### src/rtl/weight_skew_ctrl.sv
// Skewed weight-feed controller: walks a step counter t across K+ROWS-1 steps,
// issuing weight-buffer reads and a diagonal per-row enable wavefront.
module weight_skew_ctrl #(
   parameter int ROWS     = 4,
   parameter int LEN_BITS = 8
) (
   input  logic                sys_clk,
   input  logic                reset,
   input  logic                start,
   input  logic [LEN_BITS-1:0] vec_len,
   input  logic                stall,
   output logic [ROWS-1:0]     row_en,
   output logic [LEN_BITS-1:0] rd_addr,
   output logic                rd_valid,
   output logic                busy,
   output logic                done
);

   localparam int ROW_BITS = (ROWS > 1) ? $clog2(ROWS) : 1;
   localparam int T_BITS   = LEN_BITS + ROW_BITS;

   typedef enum logic [1:0] {
      IDLE = 2'd0,
      FEED = 2'd1,
      DONE = 2'd2
   } state_t;

   state_t              state_q, state_d;
   logic [T_BITS-1:0]   t_q, t_d;
   logic [LEN_BITS-1:0] k_q, k_d;
   logic [ROWS-1:0]     row_en_q, row_en_d;
   logic [LEN_BITS-1:0] rd_addr_q, rd_addr_d;
   logic                rd_valid_q, rd_valid_d;
   logic                busy_q, busy_d;
   logic                done_q, done_d;

   logic                issue;
   logic [T_BITS-1:0]   t_issue;
   logic [T_BITS-1:0]   k_issue;
   logic [T_BITS-1:0]   t_end;

   // Last step: the final element of K reaches the bottom row ROWS-1 steps late.
   assign t_end = T_BITS'(k_q) + T_BITS'(ROWS) - T_BITS'(2);

   always_comb begin
      state_d    = state_q;
      t_d        = t_q;
      k_d        = k_q;
      row_en_d   = '0;
      rd_addr_d  = '0;
      rd_valid_d = 1'b0;
      busy_d     = 1'b0;
      done_d     = 1'b0;
      issue      = 1'b0;
      t_issue    = '0;
      k_issue    = T_BITS'(k_q);

      case (state_q)
         IDLE: begin
            if (start && (vec_len != '0)) begin
               state_d = FEED;
               k_d     = vec_len;
               t_d     = '0;
               busy_d  = 1'b1;
               issue   = 1'b1;
               t_issue = '0;
               k_issue = T_BITS'(vec_len);
            end
         end
         FEED: begin
            busy_d = 1'b1;
            if (!stall) begin
               if (t_q == t_end) begin
                  state_d = DONE;
                  done_d  = 1'b1;
               end else begin
                  t_d     = t_q + T_BITS'(1);
                  issue   = 1'b1;
                  t_issue = t_q + T_BITS'(1);
               end
            end
         end
         DONE: begin
            state_d = IDLE;
         end
         default: begin
            state_d = IDLE;
         end
      endcase

      // Outputs are computed for the step entering the next cycle so they stay registered.
      if (issue) begin
         for (int i = 0; i < ROWS; i++) begin
            row_en_d[i] = (t_issue >= T_BITS'(i)) && (t_issue < (T_BITS'(i) + k_issue));
         end
         rd_valid_d = (t_issue < k_issue);
         rd_addr_d  = rd_valid_d ? t_issue[LEN_BITS-1:0] : '0;
      end
   end

   always_ff @(posedge sys_clk) begin
      if (reset) begin
         state_q    <= IDLE;
         t_q        <= '0;
         k_q        <= '0;
         row_en_q   <= '0;
         rd_addr_q  <= '0;
         rd_valid_q <= 1'b0;
         busy_q     <= 1'b0;
         done_q     <= 1'b0;
      end else begin
         state_q    <= state_d;
         t_q        <= t_d;
         k_q        <= k_d;
         row_en_q   <= row_en_d;
         rd_addr_q  <= rd_addr_d;
         rd_valid_q <= rd_valid_d;
         busy_q     <= busy_d;
         done_q     <= done_d;
      end
   end

   assign row_en   = row_en_q;
   assign rd_addr  = rd_addr_q;
   assign rd_valid = rd_valid_q;
   assign busy     = busy_q;
   assign done     = done_q;

endmodule

### config.mk
export PLATFORM = sky130hd
export DESIGN_NAME = weight_skew_ctrl
export DESIGN_NICKNAME = d
export VERILOG_FILES = /design/src/rtl/weight_skew_ctrl.sv
export SDC_FILE = /design/constraint.sdc
export NUM_CORES = 1
export LEC_CHECK = 0
export CORE_ASPECT_RATIO = 0.8
export CORE_MARGIN = 3
export CORE_UTILIZATION = 40
export DETAILED_ROUTE_END_ITERATION = 16
export PLACE_DENSITY = 0.65
export SYNTH_ARGS = -nofsm -noshare
export SYNTH_HDL_FRONTEND = slang
export SYNTH_SLANG_ARGS = --single-unit
### constraint.sdc
create_clock -name sys_clk -period 3.5 [get_ports sys_clk]
set_input_delay 0.35 -clock sys_clk [delete_from_list [all_inputs] [get_ports sys_clk]]
set_output_delay 0.35 -clock sys_clk [all_outputs]
set_load 0.005 [all_outputs]
After elaboration in Yosys (flattened, before gate mapping)
Cells that the tools add are included.
{"block": "word_totals", "output_inout_bits": 15, "elab_cells": 64, "ff_bits": 35, "input_bits": 12}
{"block": "classes", "n_reduce_logical": 14, "mux": 19, "n_eq_ne": 6, "add_sub_neg": 6, "bitwise": 3, "n_lt_le_gt_ge": 8}
{"op": "10-bit two-way mux", "n": 6}
{"op": "10-bit less-than comparator", "n": 4}
{"op": "2-bit by 10-bit adder with 10-bit output, first input constant", "n": 2}
{"op": "10-bit by 1-bit >= comparator with 1-bit output, second input constant", "n": 2}
{"op": "10-bit by 2-bit >= comparator with 1-bit output, second input constant", "n": 2}
{"op": "10-bit one-hot mux with 2 select lines", "n": 1}
{"op": "8-bit two-way mux", "n": 2}
{"op": "1-bit by 10-bit adder with 10-bit output, first input constant", "n": 1}
{"op": "10-bit by 1-bit adder with 10-bit output, second input constant", "n": 1}
{"op": "10-bit equality test", "n": 1}
{"op": "9-bit by 2-bit subtractor with 10-bit output, second input constant", "n": 1}
{"op": "8-bit by 3-bit adder with 9-bit output, second input constant", "n": 1}
{"op": "2-bit inequality test, second input constant", "n": 4}
{"op": "8-bit nonzero test", "n": 1}
{"op": "2-bit two-way mux", "n": 3}
{"op": "3-bit OR reduction", "n": 2}
{"op": "1-bit logical AND", "n": 5}
{"op": "1-bit two-way mux", "n": 4}
{"op": "1-bit one-hot mux with 2 select lines", "n": 2}
{"op": "2-bit one-hot mux with 2 select lines", "n": 1}
{"op": "4-bit AND reduction", "n": 1}
{"op": "1-bit inverter", "n": 3}
{"op": "3-bit AND reduction", "n": 1}
{"op": "2-bit by 1-bit equality test with 1-bit output, second input constant", "n": 1}
{"op": "other kinds (4)", "n": 4}

Longest topological paths before layout
{"block": "logic_depth", "depth_word": 9, "ltp_mapped": 18}

Worst setup path after synthesis
Ideal clock, no wire load.
{"block": "synth_timing", "path_type": "register to register", "start": "reg k_q[1]", "end": "reg rd_addr_q[2] (netlist: rd_addr[2])", "path_buffers": 2, "path_stages_with_launch": 19, "period_less_slack_ns": 3.770, "setup_ns": 0.088, "required_ns": 3.412, "arrival_time_ns": 3.682, "setup_slack_ns": -0.270, "path_cell_list": "dfxtp_1 -> ha_1 -> or3b_1 -> o21ai_0 -> a211oi_1 -> o31ai_1 -> nand2_1 -> buf_2 -> nand2_1 -> inv_1 -> ha_1 -> a21o_1 -> a21o_1 -> a21o_1 -> a22oi_1 -> o311ai_1 -> a311o_1 -> buf_6 -> nor4_4"}
{"block": "synth_via", "elab_chain_len": 9, "word_cells_on_any_way": 15, "cone_classes": "2 x add/sub; 1 x order compare; 1 x eq/ne; 8 x mux; 2 x bitwise; 1 x reduce/logical"}
{"element": "start, declared", "line_no": "30", "text": "logic [LEN_BITS-1:0] k_q, k_d;"}
{"element": "start signal, assigned", "line_no": "114", "text": "k_q <= k_d;"}
{"element": "8-bit by 3-bit adder with 9-bit output", "line_no": "43", "text": "assign t_end = T_BITS'(k_q) + T_BITS'(ROWS) - T_BITS'(2);"}
{"element": "9-bit by 2-bit subtractor with 10-bit output", "line_no": "43"}
{"element": "10-bit equality test", "line_no": "73", "text": "if (t_q == t_end) begin"}
{"element": "10-bit two-way mux", "line_no": "73"}
{"element": "10-bit two-way mux", "line_no": "72", "text": "if (!stall) begin"}
{"element": "10-bit two-way mux"}
{"element": "net t_issue[4]", "line_no": "38", "text": "logic [T_BITS-1:0] t_issue;"}
{"element": "10-bit less-than comparator", "line_no": "96", "text": "rd_valid_d = (t_issue < k_issue);"}
{"element": "1-bit inverter (no line)"}
{"element": "3-bit OR reduction (no line)"}
{"element": "end signal, assigned", "line_no": "116", "text": "rd_addr_q <= rd_addr_d;"}
{"element": "end, declared", "line_no": "32", "text": "logic [LEN_BITS-1:0] rd_addr_q, rd_addr_d;"}
The timed path passes the listed nets, and every way through them passes these cells.
A chain may end at the register's enable or synchronous reset.

Final worst setup path
{"block": "layout_timing", "start": "reg k_q[2]", "end": "reg rd_addr_q[1] (netlist: rd_addr[1])"}
Same word-level chain as after synthesis.

==> summary.md <==
| Metric | Value |
|---|---|
| Max Clock Skew | 0.0116 ns |
| Post-synth EDFFs | 0 |
| CTS H-tree depth | 2 |
| Tmin final | 3.60 ns |
| Antenna diodes | 0 |
| Vias in the first global route | 3037 |
| Relative slew slack | 64.7% |
| P per Cell Area | 252 mW/mm2 |
| Dpl hpwl | 7.31 mm |
| Gr usage total | 24.0% |
| I/O pins | 27 |
| Antenna violations before repair | 0 |
| DR iter-0 viols | 232 |
| Failing checks | negative setup slack |
| Max Clock Freq | 0.278 GHz |
| IO buf count | 26 |
| Synthesis-to-layout area growth | 57.7% |
| Primary FF master, synth | dfxtp_1 |
| Most frequent cells in the layout | buf_4, nor2_1, dfxtp_1, ha_1, nand2_1 |
| CP Capture Type | register |
| Hold Buf Count CTS | 0 |
| Avg Cell Area, Syn | 8.14 um2 |
| CTS buffer count | 5 |
| CP Max Fanout | 4 |
| Final Cycle Share | 103% |
| Die width | 101 um |
| Overall Power | 1.15 mW |
| Final Hold Fails | 0 |
| Fill cells | 577 |
| GRT overflow | 0 |
| Clock transition at path regs | 0.08 ns |
| Largest net degree at the start of global routing | 14 |
| Syn Std Cell Area | 0.00289 mm2 |
| Startpoint Class | register |
| Share of cells above drive strength 1 | 39.9% |
| Final core utilization | 65.5% |
| WL/cell | 17.4 um |
| CTS tree | yes |
| Core Area | 0.00696 mm2 |
| First-pass GRT wire length | 15.3 mm |
| Worst path arrival time | 3.83 ns |
| Placed cell area | 0.00402 mm2 |
| Post-layout net count | 534 |
| Pleak | 2.19 nW |
| Asr flop ratio synth | 0% |
| Clock buffer depth | 2 |
| Commonest non-fill, non-tap cell in the layout | buf_4 |
| Area occupied by registers | 689 um2 |
| Row cnt | 27 |
| Slew @ Worst Pin | 0.528 ns |
| Die area | 0.00828 mm2 |
| Drc violations | 0 |
| CTS root buf | clkbuf_8 |
| Worst-Skew Late Latency | 0.29 ns |
| Seq cells post-synth | 34 |
| Final GP Congestion | 0.932 |
| Critical Path RT | 3.73 ns |
| Die height | 82.0 um |
| Fin area | 0.00456 mm2 |
| Yosys cell types | 53 |
| Vias per cell | 5.47 |
| Final ANT Viol Nets | 0 |
| Max-cap check violation count | 0 |
| Hold Crit Class | reg2reg |
| Mapped Cells | 355 |
| Synth warn | 0 |
| Initial Util | 41.5% |
| Critical path class | reg2reg |
| Setup ws final | -0.101 ns |
| Post-Route WL | 9.97 mm |
| Final setup fails | 9 |
| VDD IR max | 0.134 mV |
| Vias | 3132 |
| Pre-CTS setup slack | -0.620 ns |
| Area of the multi-input gates | 0.00246 mm2 |
| CTS Sinks | 34 |
| Outcome | finished, violations left |
| Sequential fraction of the synthesis area | 23.6% |
| Synth Net Count | 404 |
| Unrepaired setup endpoints after global routing | true |
| Max Slew Vio Count | 0 |
| TritonRoute pass-1 iters | 5 |
flip-flops by register name (all words and copies together), names as in the netlist:
register,cells
rd_addr,8
done,1
t_q,10
state_q,2
busy,1
row_en,4
k_q,8
per-layer routing:
metal	track usage (%)	up-vias	part of all wire, %
li1	-	1537	-
met1	34.7	1505	47
met2	36.7	82	45
met3	5.69	8	6.8
met4	3.85	0	0.64
met5	0	-	0
worst paths after layout:
| check | cells past startpoint | slack (ns) | startpoint | to |
|---|---|---|---|---|
| setup / recovery | 16 | -0.10 | k_q[2]$_SDFFE_PP0P_ | rd_addr[1]$_SDFF_PP0_ |
| hold / removal | 1 | 0.49 | state_q[1]$_SDFFE_PP0P_ | busy$_SDFF_PP0_ |
| hold reg to reg | 1 | 0.49 | state_q[1]$_SDFFE_PP0P_ | busy$_SDFF_PP0_ |
| setup reg to reg | 16 | -0.10 | k_q[2]$_SDFFE_PP0P_ | rd_addr[1]$_SDFF_PP0_ |
cells by family (layout without fill, tap and decap cells):
logic type,Yosys count,count (layout),share of synthesized area [%]
adder cells (fa/ha/maj),37,37,16.0
AND/OR/NAND/NOR,139,139,25.5
multiplexers,8,8,2.77
AO/OA/AOI/OAI,76,77,18.0
flip-flops,34,34,23.6
buffers and inverters,31,161,5.02
XOR/XNOR,30,30,9.09
synth_stat cells (2+ instances only):
| master | number | share of area (%) |
|---|---|---|
| a21oi_1 | 25 | 4.3 |
| a21o_1 | 15 | 3.9 |
| inv_1 | 14 | 1.8 |
| nor4_1 | 2 | 0.43 |
| nor4_4 | 2 | 1.5 |
| nand2_1 | 30 | 3.9 |
| nor3b_1 | 2 | 0.52 |
| buf_2 | 8 | 1.4 |
| nand4_1 | 8 | 1.7 |
| nor4bb_1 | 2 | 0.69 |
| o21ai_0 | 15 | 2.6 |
| a311oi_1 | 2 | 0.61 |
| xnor2_1 | 13 | 3.9 |
| and4_1 | 2 | 0.61 |
| nand3_1 | 12 | 2.1 |
| dfxtp_1 | 34 | 24 |
| a31oi_1 | 2 | 0.43 |
| xor2_1 | 17 | 5.2 |
| ha_1 | 37 | 16 |
| and3_1 | 2 | 0.43 |
| clkbuf_1 | 6 | 0.78 |
| or3b_2 | 2 | 0.61 |
| o21a_1 | 3 | 0.78 |
| a211oi_1 | 2 | 0.52 |
| nor3_1 | 9 | 1.6 |
| nor2_1 | 41 | 5.3 |
| or4_1 | 2 | 0.52 |
| or3_1 | 3 | 0.65 |
| nand3b_1 | 2 | 0.52 |
| nand2b_1 | 6 | 1.3 |
| mux2i_1 | 8 | 2.8 |
| buf_6 | 2 | 0.78 |
| nor2b_1 | 5 | 1.1 |
worst max-delay path, stage by stage, from the launching register on:
cell and delay (ns):
dfxtp_4 0.37, ha_4 0.17, buf_6 0.11, or3b_4 0.22, o21ai_2 0.07, a211oi_4 0.32
and4b_2 0.31, buf_4 0.14, or3_1 0.37, inv_1 0.11, ha_1 0.25, a21o_1 0.19
a22oi_2 0.15, o311ai_2 0.14, buf_4 0.16, a311o_1 0.34, nor2_1 0.11
repair_timing:
item,CTS,global route
pin swaps,32,25
resized for setup,34,46
setup buffers,10,4
endpoints found under the setup margin,12,12
gates cloned,1,0
power by group:
group	leakage [nW]	internal (mW)	switching (mW)
clock	0.0515	0.159	0.151
sequential	0.278	0.398	0.0113
combinational	1.86	0.213	0.214
total	2.19	0.770	0.377
metrics by stage:
step	TNS, ns	hold slack [ns]	std cells
detailed placement	-5.82	0.495	550
finish	-0.614	0.492	573
floorplan	0	0.426	355
global placement	-5.21	0.478	550
CTS	-0.321	0.497	569
global route	-1.84	0.517	573
layout make-up:
type / count / share of cell area [%]
multi-input cells: 291 / 54.1
clock buffers: 6 / 1.81
inverters: 14 / 1.15
repair buffers: 139 / 25.2
well taps: 87 / 2.39
clock inverters: 2 / 0.247
flip-flops and latches: 34 / 15.1
Note: power is estimated with default switching activity, not from simulation.
